### src/rtl/contador_6bits_ra.sv
// rtl/contador_6bits_ra.sv - 6-bit up/down counter with load, terminal value and async active-low reset
//
// Purpose:
//   General-purpose tick/sequence counter. The count range is 0..MAX_VAL.
//   Arithmetic wraps modulo (MAX_VAL+1), not modulo 2^WIDTH.
//   Priority at each rising edge is load > en > hold.
//
// Ports:
//   clk       in   1      rising-edge clock
//   rst       in   1      asynchronous reset, active-low (0 clears Q at once)
//   en        in   1      count enable
//   up_dn     in   1      1 = increment, 0 = decrement
//   load      in   1      synchronous parallel load strobe
//   load_val  in   WIDTH  value loaded when load=1; clamped to MAX_VAL
//   Q         out  WIDTH  current count, registered
//   tc        out  1      terminal count: the next edge wraps (combinational)
//
// Build option:
//   CONTADOR_SAT_EN - when defined, the counter saturates at MAX_VAL (up)
//                     and at 0 (down) instead of wrapping.

module contador_6bits_ra #(
  parameter int WIDTH   = 6,
  parameter int MAX_VAL = 63
) (
  input  logic             clk,
  input  logic             rst,
  input  logic             en,
  input  logic             up_dn,
  input  logic             load,
  input  logic [WIDTH-1:0] load_val,
  output logic [WIDTH-1:0] Q,
  output logic             tc
);

  localparam logic [WIDTH-1:0] C_MAX  = WIDTH'(MAX_VAL);
  localparam logic [WIDTH-1:0] C_ZERO = '0;
  localparam logic [WIDTH-1:0] C_ONE  = WIDTH'(1);

  logic [WIDTH-1:0] r_q;
  logic [WIDTH-1:0] w_q_nxt;
  logic [WIDTH-1:0] w_load_clamped;
  logic             w_at_max;
  logic             w_at_zero;

  assign w_at_max  = (r_q == C_MAX);
  assign w_at_zero = (r_q == C_ZERO);

  // An out-of-range load value is clamped so Q never exceeds MAX_VAL.
  assign w_load_clamped = (load_val > C_MAX) ? C_MAX : load_val;

  always_comb begin
    w_q_nxt = r_q;
    if (load) begin
      w_q_nxt = w_load_clamped;
    end else if (en) begin
      if (up_dn) begin
`ifdef CONTADOR_SAT_EN
        w_q_nxt = w_at_max ? C_MAX : (r_q + C_ONE);
`else
        w_q_nxt = w_at_max ? C_ZERO : (r_q + C_ONE);
`endif
      end else begin
`ifdef CONTADOR_SAT_EN
        w_q_nxt = w_at_zero ? C_ZERO : (r_q - C_ONE);
`else
        w_q_nxt = w_at_zero ? C_MAX : (r_q - C_ONE);
`endif
      end
    end
  end

  always_ff @(posedge clk or negedge rst) begin
    if (!rst) begin
      r_q <= C_ZERO;
    end else begin
      r_q <= w_q_nxt;
    end
  end

  assign Q = r_q;

  // Gated by rst so the flag is low throughout reset even though Q==0 there.
  assign tc = rst & en & ~load & ((up_dn & w_at_max) | (~up_dn & w_at_zero));

endmodule

### config.mk
export PLATFORM = sky130hd
export DESIGN_NAME = contador_6bits_ra
export DESIGN_NICKNAME = d
export VERILOG_FILES = /design/src/rtl/contador_6bits_ra.sv
export SDC_FILE = /design/constraint.sdc
export NUM_CORES = 1
export LEC_CHECK = 0
export CORE_UTILIZATION = 41
export CTS_CLUSTER_DIAMETER = 200
export DETAILED_ROUTE_END_ITERATION = 6
export PLACE_DENSITY = 0.76
export REMOVE_ABC_BUFFERS = 1
export SLEW_MARGIN = 5
export SYNTH_ARGS = -nofsm -noshare
export SYNTH_HDL_FRONTEND = slang
export SYNTH_SLANG_ARGS = --single-unit
export TNS_END_PERCENT = 10
### constraint.sdc
create_clock -name clk -period 1.8 [get_ports clk]
set_clock_uncertainty 0.15 [all_clocks]
set_input_delay 0.18 -clock clk [delete_from_list [all_inputs] [get_ports clk]]
set_output_delay 0.18 -clock clk [all_outputs]
set_load 0.005 [all_outputs]
## Word-level counts from Yosys, hierarchy flattened

Index checks and enable logic that the tools add are counted.

- Register bits: 6
- Input bits: 11
- Output and inout bits: 7
- Word-level logic and storage cells: 21

- Add/subtract/negate cells: 2
- Magnitude comparators: 1
- Eq/ne operators: 1
- Multiplexer cells: 6
- Bitwise gates (word level): 8
- Reduce and logical (&&, ||, !) cells: 2

Operators by type and width:

| operator | number |
|---|---|
| 6-bit two-way mux | 6 |
| 6-bit by 1-bit adder with 6-bit output, second input constant | 1 |
| 6-bit equality test, second input constant | 1 |
| 6-bit > comparator, second input constant | 1 |
| 6-bit zero test | 1 |
| 6-bit by 1-bit subtractor with 6-bit output, second input constant | 1 |
| 1-bit bitwise AND | 5 |
| 1-bit NOT | 2 |
| 2-bit nonzero test | 1 |
| 1-bit OR | 1 |

## Longest topological paths before layout

- Depth in word-level cells: 5
- Gate-level depth with buffers: 7
- Gate-level depth less buffers: 6

## Worst setup path before layout

OpenSTA, ideal clock, no wires.

- Path kind: flip-flop to flip-flop
- From: reg r_q[0], in the netlist Q[0]
- To: reg r_q[3], in the netlist Q[3]
- Data arrival time: 1.483 ns
- Data required time: 1.529 ns
- Slack: 0.046 ns
- Cell stages (with the launch flop): 8
- Path buffers: 1
- Cell sequence: dfrtp_1 buf_6 inv_1 ha_1 nor3b_2 o311ai_1 o221ai_1 a22o_1

- Cells in the longest elaborated chain, start to end: 5

Ends and longest elaborated chain:

| item | RTL line | text |
|---|---|---|
| start: declaration | 40 | `logic [WIDTH-1:0] r_q;` |
| start signal: assignment | 77 | `r_q <= w_q_nxt;` |
| 6-bit by 1-bit subtractor with 6-bit output (tied with other cells) | 67 | `w_q_nxt = w_at_zero ? C_MAX : (r_q - C_ONE);` |
| 6-bit two-way mux, on equally long branches | 67, 61 |  |
| 6-bit two-way mux * | 57 | `if (up_dn) begin` |
| 6-bit two-way mux * | 56 | `end else if (en) begin` |
| 6-bit two-way mux * | 54 | `if (load) begin` |

Every way passes the cells marked *; elsewhere a longest branch is shown, timed or not. The select of a mux whose other input is x is not followed.
A chain may end at the register's enable or synchronous reset.

## Worst setup path in the final report

- From: reg r_q[0], in the netlist Q[0]
- To: out tc

- Cells in the longest elaborated chain, start to end: 4

Ends and longest elaborated chain:

| item | RTL line | text |
|---|---|---|
| 6-bit equality test or 6-bit zero test (tied branches) | 46, 47 |  |
| 1-bit bitwise AND | 84 | `assign tc = rst & en & ~load & ((up_dn & w_at_max) \| (~up_dn & w_at_zero));` |
| 1-bit OR * | 84 |  |
| 1-bit bitwise AND * | 84 |  |
| end: declaration | 33 | `output logic tc` |

Every way passes the cells marked *; elsewhere a longest branch is shown, timed or not.

==> results.txt <==
Max-cap violations in this run came to 0. The highest clock frequency the design can meet came out at 542 MHz. The share of the Yosys chip area taken by registers is 0.242. In this run, CTS created clock tree buffers numbering 3. During synthesis, Yosys emitted a total of 0 warnings. STA classifies the critical path startpoint as a register. At the end of routability-driven placement, the weighted congestion stood at 0.883. The clock slew seen by the registers of the worst setup and hold paths is 40 ps. The number of buffers on the longest clock path is 2. The critical path capture point type is a primary output. The core region is 1350 um2. Of the cells placed in the final design, the portion with a size suffix greater than 1 is 0.366. The cell area after layout is 1010 um2.

The number of distinct library cells after synthesis is 35. For this configuration, the core starts out at a cell density of 0.459. The synthesis-to-layout area growth came out at 62.6%. Setup repair after global routing could not meet its margin everywhere. The register with the most flip-flops in the layout has 6 of them. The global routing usage summed across all routing layers came out at 0.279.

Across all layers, the routed design uses 735 vias. The detail route stage leaves a number of antenna-violating nets equal to 0. The number of pins exceeding their max-slew limit in the final report came out at 0. The hold violation count in the final report is 0. The net total in the final layout is 128. The vertical die dimension is 40.9 um.

The initial antenna violation count came out at 0. The synthesized area per cell is 8.48 um2. The count of placed standard cells in the final layout, fillers left out came out at 127.

The detailed placement HPWL is 1430 um. The clock tree from TritonCTS is yes. The final period demand of the worst path came out at 1840 ps. The port buffer count came out at 17. The proportion of synthesized flip-flops having asynchronous set or reset is 1.00. The largest net degree at the start of global routing came out at 12.

Synthesis handed over a netlist of 73 instances. In this run the tightest slew margin relative to its limit is 0.823. The run finished, with violations left.

The number of global-route vias before repair is 667. The leakage power figure came out at 0.000448 uW. The routed length per placed instance came out at 15.4 um. The mean number of vias per cell is 5.79. Setup violations remaining at the end of the flow were counted as 1. The CTS sink count came out at 6. The number of placement rows came out at 13.

The area of the mapped netlist came out at 619 um2. The worst path setup slack after routing is -44.4 ps. In this run, synthesis inferred 0 flip-flops with an integrated enable. The final reports fail on setup timing. The I/O pin total is 18.

The level count of the clock H-tree is 1. The hold buffer count at CTS came out at 0. The total DRC errors in the routed layout is 0. Measured on the finished design, the core utilization comes to 0.746. The worst setup path is of the reg -> out kind.

In this run the worst path has a maximum fanout of 3. The count of inserted antenna diode cells came out at 0. The wire length of the first global-routing pass is 2930 um.

The global route total overflow is 0. The most common flop cell mapped by yosys is sky130_fd_sc_hd__dfrtp_1. After synthesis the netlist holds a flip-flop and latch count of 6. Summed over all layers, the routed wires come to 1950 um. The die is 40.9 um wide. The tightest min-delay check is of the in -> async type. At the worst endpoint, the required time is 1470 ps. For the worst setup path, the data arrival time is 1510 ps. The tree is rooted in a sky130_fd_sc_hd__clkbuf_4. The die covers 1670 um2. The worst voltage drop across the vdd grid came out at 0.496 mV. In this run the power density over the cells is 626 nW/um2. The violation count after the first detailed-route iteration is 28. The number of iterations in the first detailed-routing pass is 4. The number of placed cells counting well taps came out at 121. The later-pin clock latency in the skew report is 250 ps. The post-detailed-placement cell area is 913 um2. The share of the cycle needed by the critical path after routing came out at 1.02.

The pin slew with the least headroom to its limit came out at 263 ps.
[layout by cell type (no fill, tap or decap), types with 2 or more instances in the layout]
cell type / synthesis / final
sky130_fd_sc_hd__o31ai_1: 2 / 2
sky130_fd_sc_hd__inv_1: 5 / 3
sky130_fd_sc_hd__nor2_1: 5 / 5
sky130_fd_sc_hd__o21ai_0: 4 / 3
sky130_fd_sc_hd__dfrtp_1: 6 / 6
sky130_fd_sc_hd__a21oi_1: 6 / 6
sky130_fd_sc_hd__clkbuf_4: 0 / 3
sky130_fd_sc_hd__xnor2_1: 3 / 3
sky130_fd_sc_hd__clkdlybuf4s50_1: 0 / 16
sky130_fd_sc_hd__a21o_1: 2 / 2
sky130_fd_sc_hd__inv_2: 0 / 2
sky130_fd_sc_hd__nand2_1: 5 / 5
sky130_fd_sc_hd__nand3_1: 3 / 3
sky130_fd_sc_hd__buf_4: 1 / 24
sky130_fd_sc_hd__o311ai_1: 2 / 2
[layer usage]
| layer | share of wire | wire length (um) | global-route usage | vias to the layer above |
|---|---|---|---|---|
| met3 | 0.068 | 132 | 0.103 | 6 |
| li1 | - | - | - | 348 |
| met4 | 0.016 | 32 | 0.0750 | 0 |
| met5 | 0 | 0 | 0 | - |
| met2 | 0.51 | 997 | 0.508 | 35 |
| met1 | 0.41 | 792 | 0.296 | 346 |
[critical path, cell delays in order (launching register included)]
cell and delay [ps]:
sky130_fd_sc_hd__dfrtp_1 410, sky130_fd_sc_hd__inv_2 90, sky130_fd_sc_hd__ha_4 120, sky130_fd_sc_hd__nor3b_4 180
sky130_fd_sc_hd__a21o_1 170, sky130_fd_sc_hd__and4_1 180, sky130_fd_sc_hd__buf_2 110
[stage by stage]
step / hold WS [ps] / setup WS [ps] / total power, uW / TNS (ps)
after detailed placement: 339 / -224 / 461 / -288
after CTS: 76.3 / -24.9 / 625 / -24.9
after global placement: 341 / -148 / 451 / -190
after global routing: 87.4 / -134 / 671 / -366
final: 77.7 / -44.4 / 630 / -44.4
after floorplan: -266 / 21.2 / 294 / 0
[cell type report]
cell class | instances | area [um2]
timing repair buffer | 42 | 357
inverter | 5 | 18.8
clock buffer | 3 | 22.5
tap | 15 | 18.8
sequential | 6 | 150
fill | 104 | 343
multi-input combinational | 56 | 440
[timing repair]
action / CTS / global route
setup endpoints to repair: 3 / 5
resized for setup: 17 / 2
buffers inserted: 5 / 0
cloned: 0 / 0
pin swaps: 7 / 1
[synthesized netlist by cell type (2+ instances only)]
cell type	count	share of area
sky130_fd_sc_hd__a21oi_1	6	0.048
sky130_fd_sc_hd__dfrtp_1	6	0.24
sky130_fd_sc_hd__inv_1	5	0.030
sky130_fd_sc_hd__nand2_1	5	0.030
sky130_fd_sc_hd__nor2_1	5	0.030
sky130_fd_sc_hd__o21ai_0	4	0.032
sky130_fd_sc_hd__buf_6	3	0.055
sky130_fd_sc_hd__ha_1	3	0.061
sky130_fd_sc_hd__nand3_1	3	0.024
sky130_fd_sc_hd__xnor2_1	3	0.042
sky130_fd_sc_hd__a21o_1	2	0.024
sky130_fd_sc_hd__nor3b_1	2	0.024
sky130_fd_sc_hd__o221ai_1	2	0.028
sky130_fd_sc_hd__o311ai_1	2	0.028
sky130_fd_sc_hd__o31ai_1	2	0.024
[worst paths after layout]
check | start | to | slack (ps) | cells past startpoint
worst min register to register | Q[5] | Q[5] | 600 | 3
min in group clk | load_val[0] | Q[0] | 380 | 2
worst min-delay path | rst | Q[5] | 80 | 2
max in group asynchronous | rst | Q[3] | 1310 | 2
worst max-delay path | Q[0] | tc | -40 | 6
worst max register to register | Q[0] | Q[2] | 20 | 8
[power by group]
part / total, uW / internal (uW) / switching [uW]
clock network: 124 / 75.4 / 48.3
logic: 333 / 189 / 144
registers: 174 / 152 / 21.5
total: 630 / 416 / 214
[cell families after synthesis]
kind of cell               after synthesis  share of synthesized area
muxes                                    2                     0.0343
and+or+nand+nor                         23                      0.212
buffers and inverters                   11                      0.127
DFF                                      6                      0.242
adders and majority gates                3                     0.0606
AOI/OAI and AO/OA                       24                      0.267
xor gates and xnor gates                 4                     0.0566
(Power assumes the default switching activity.)
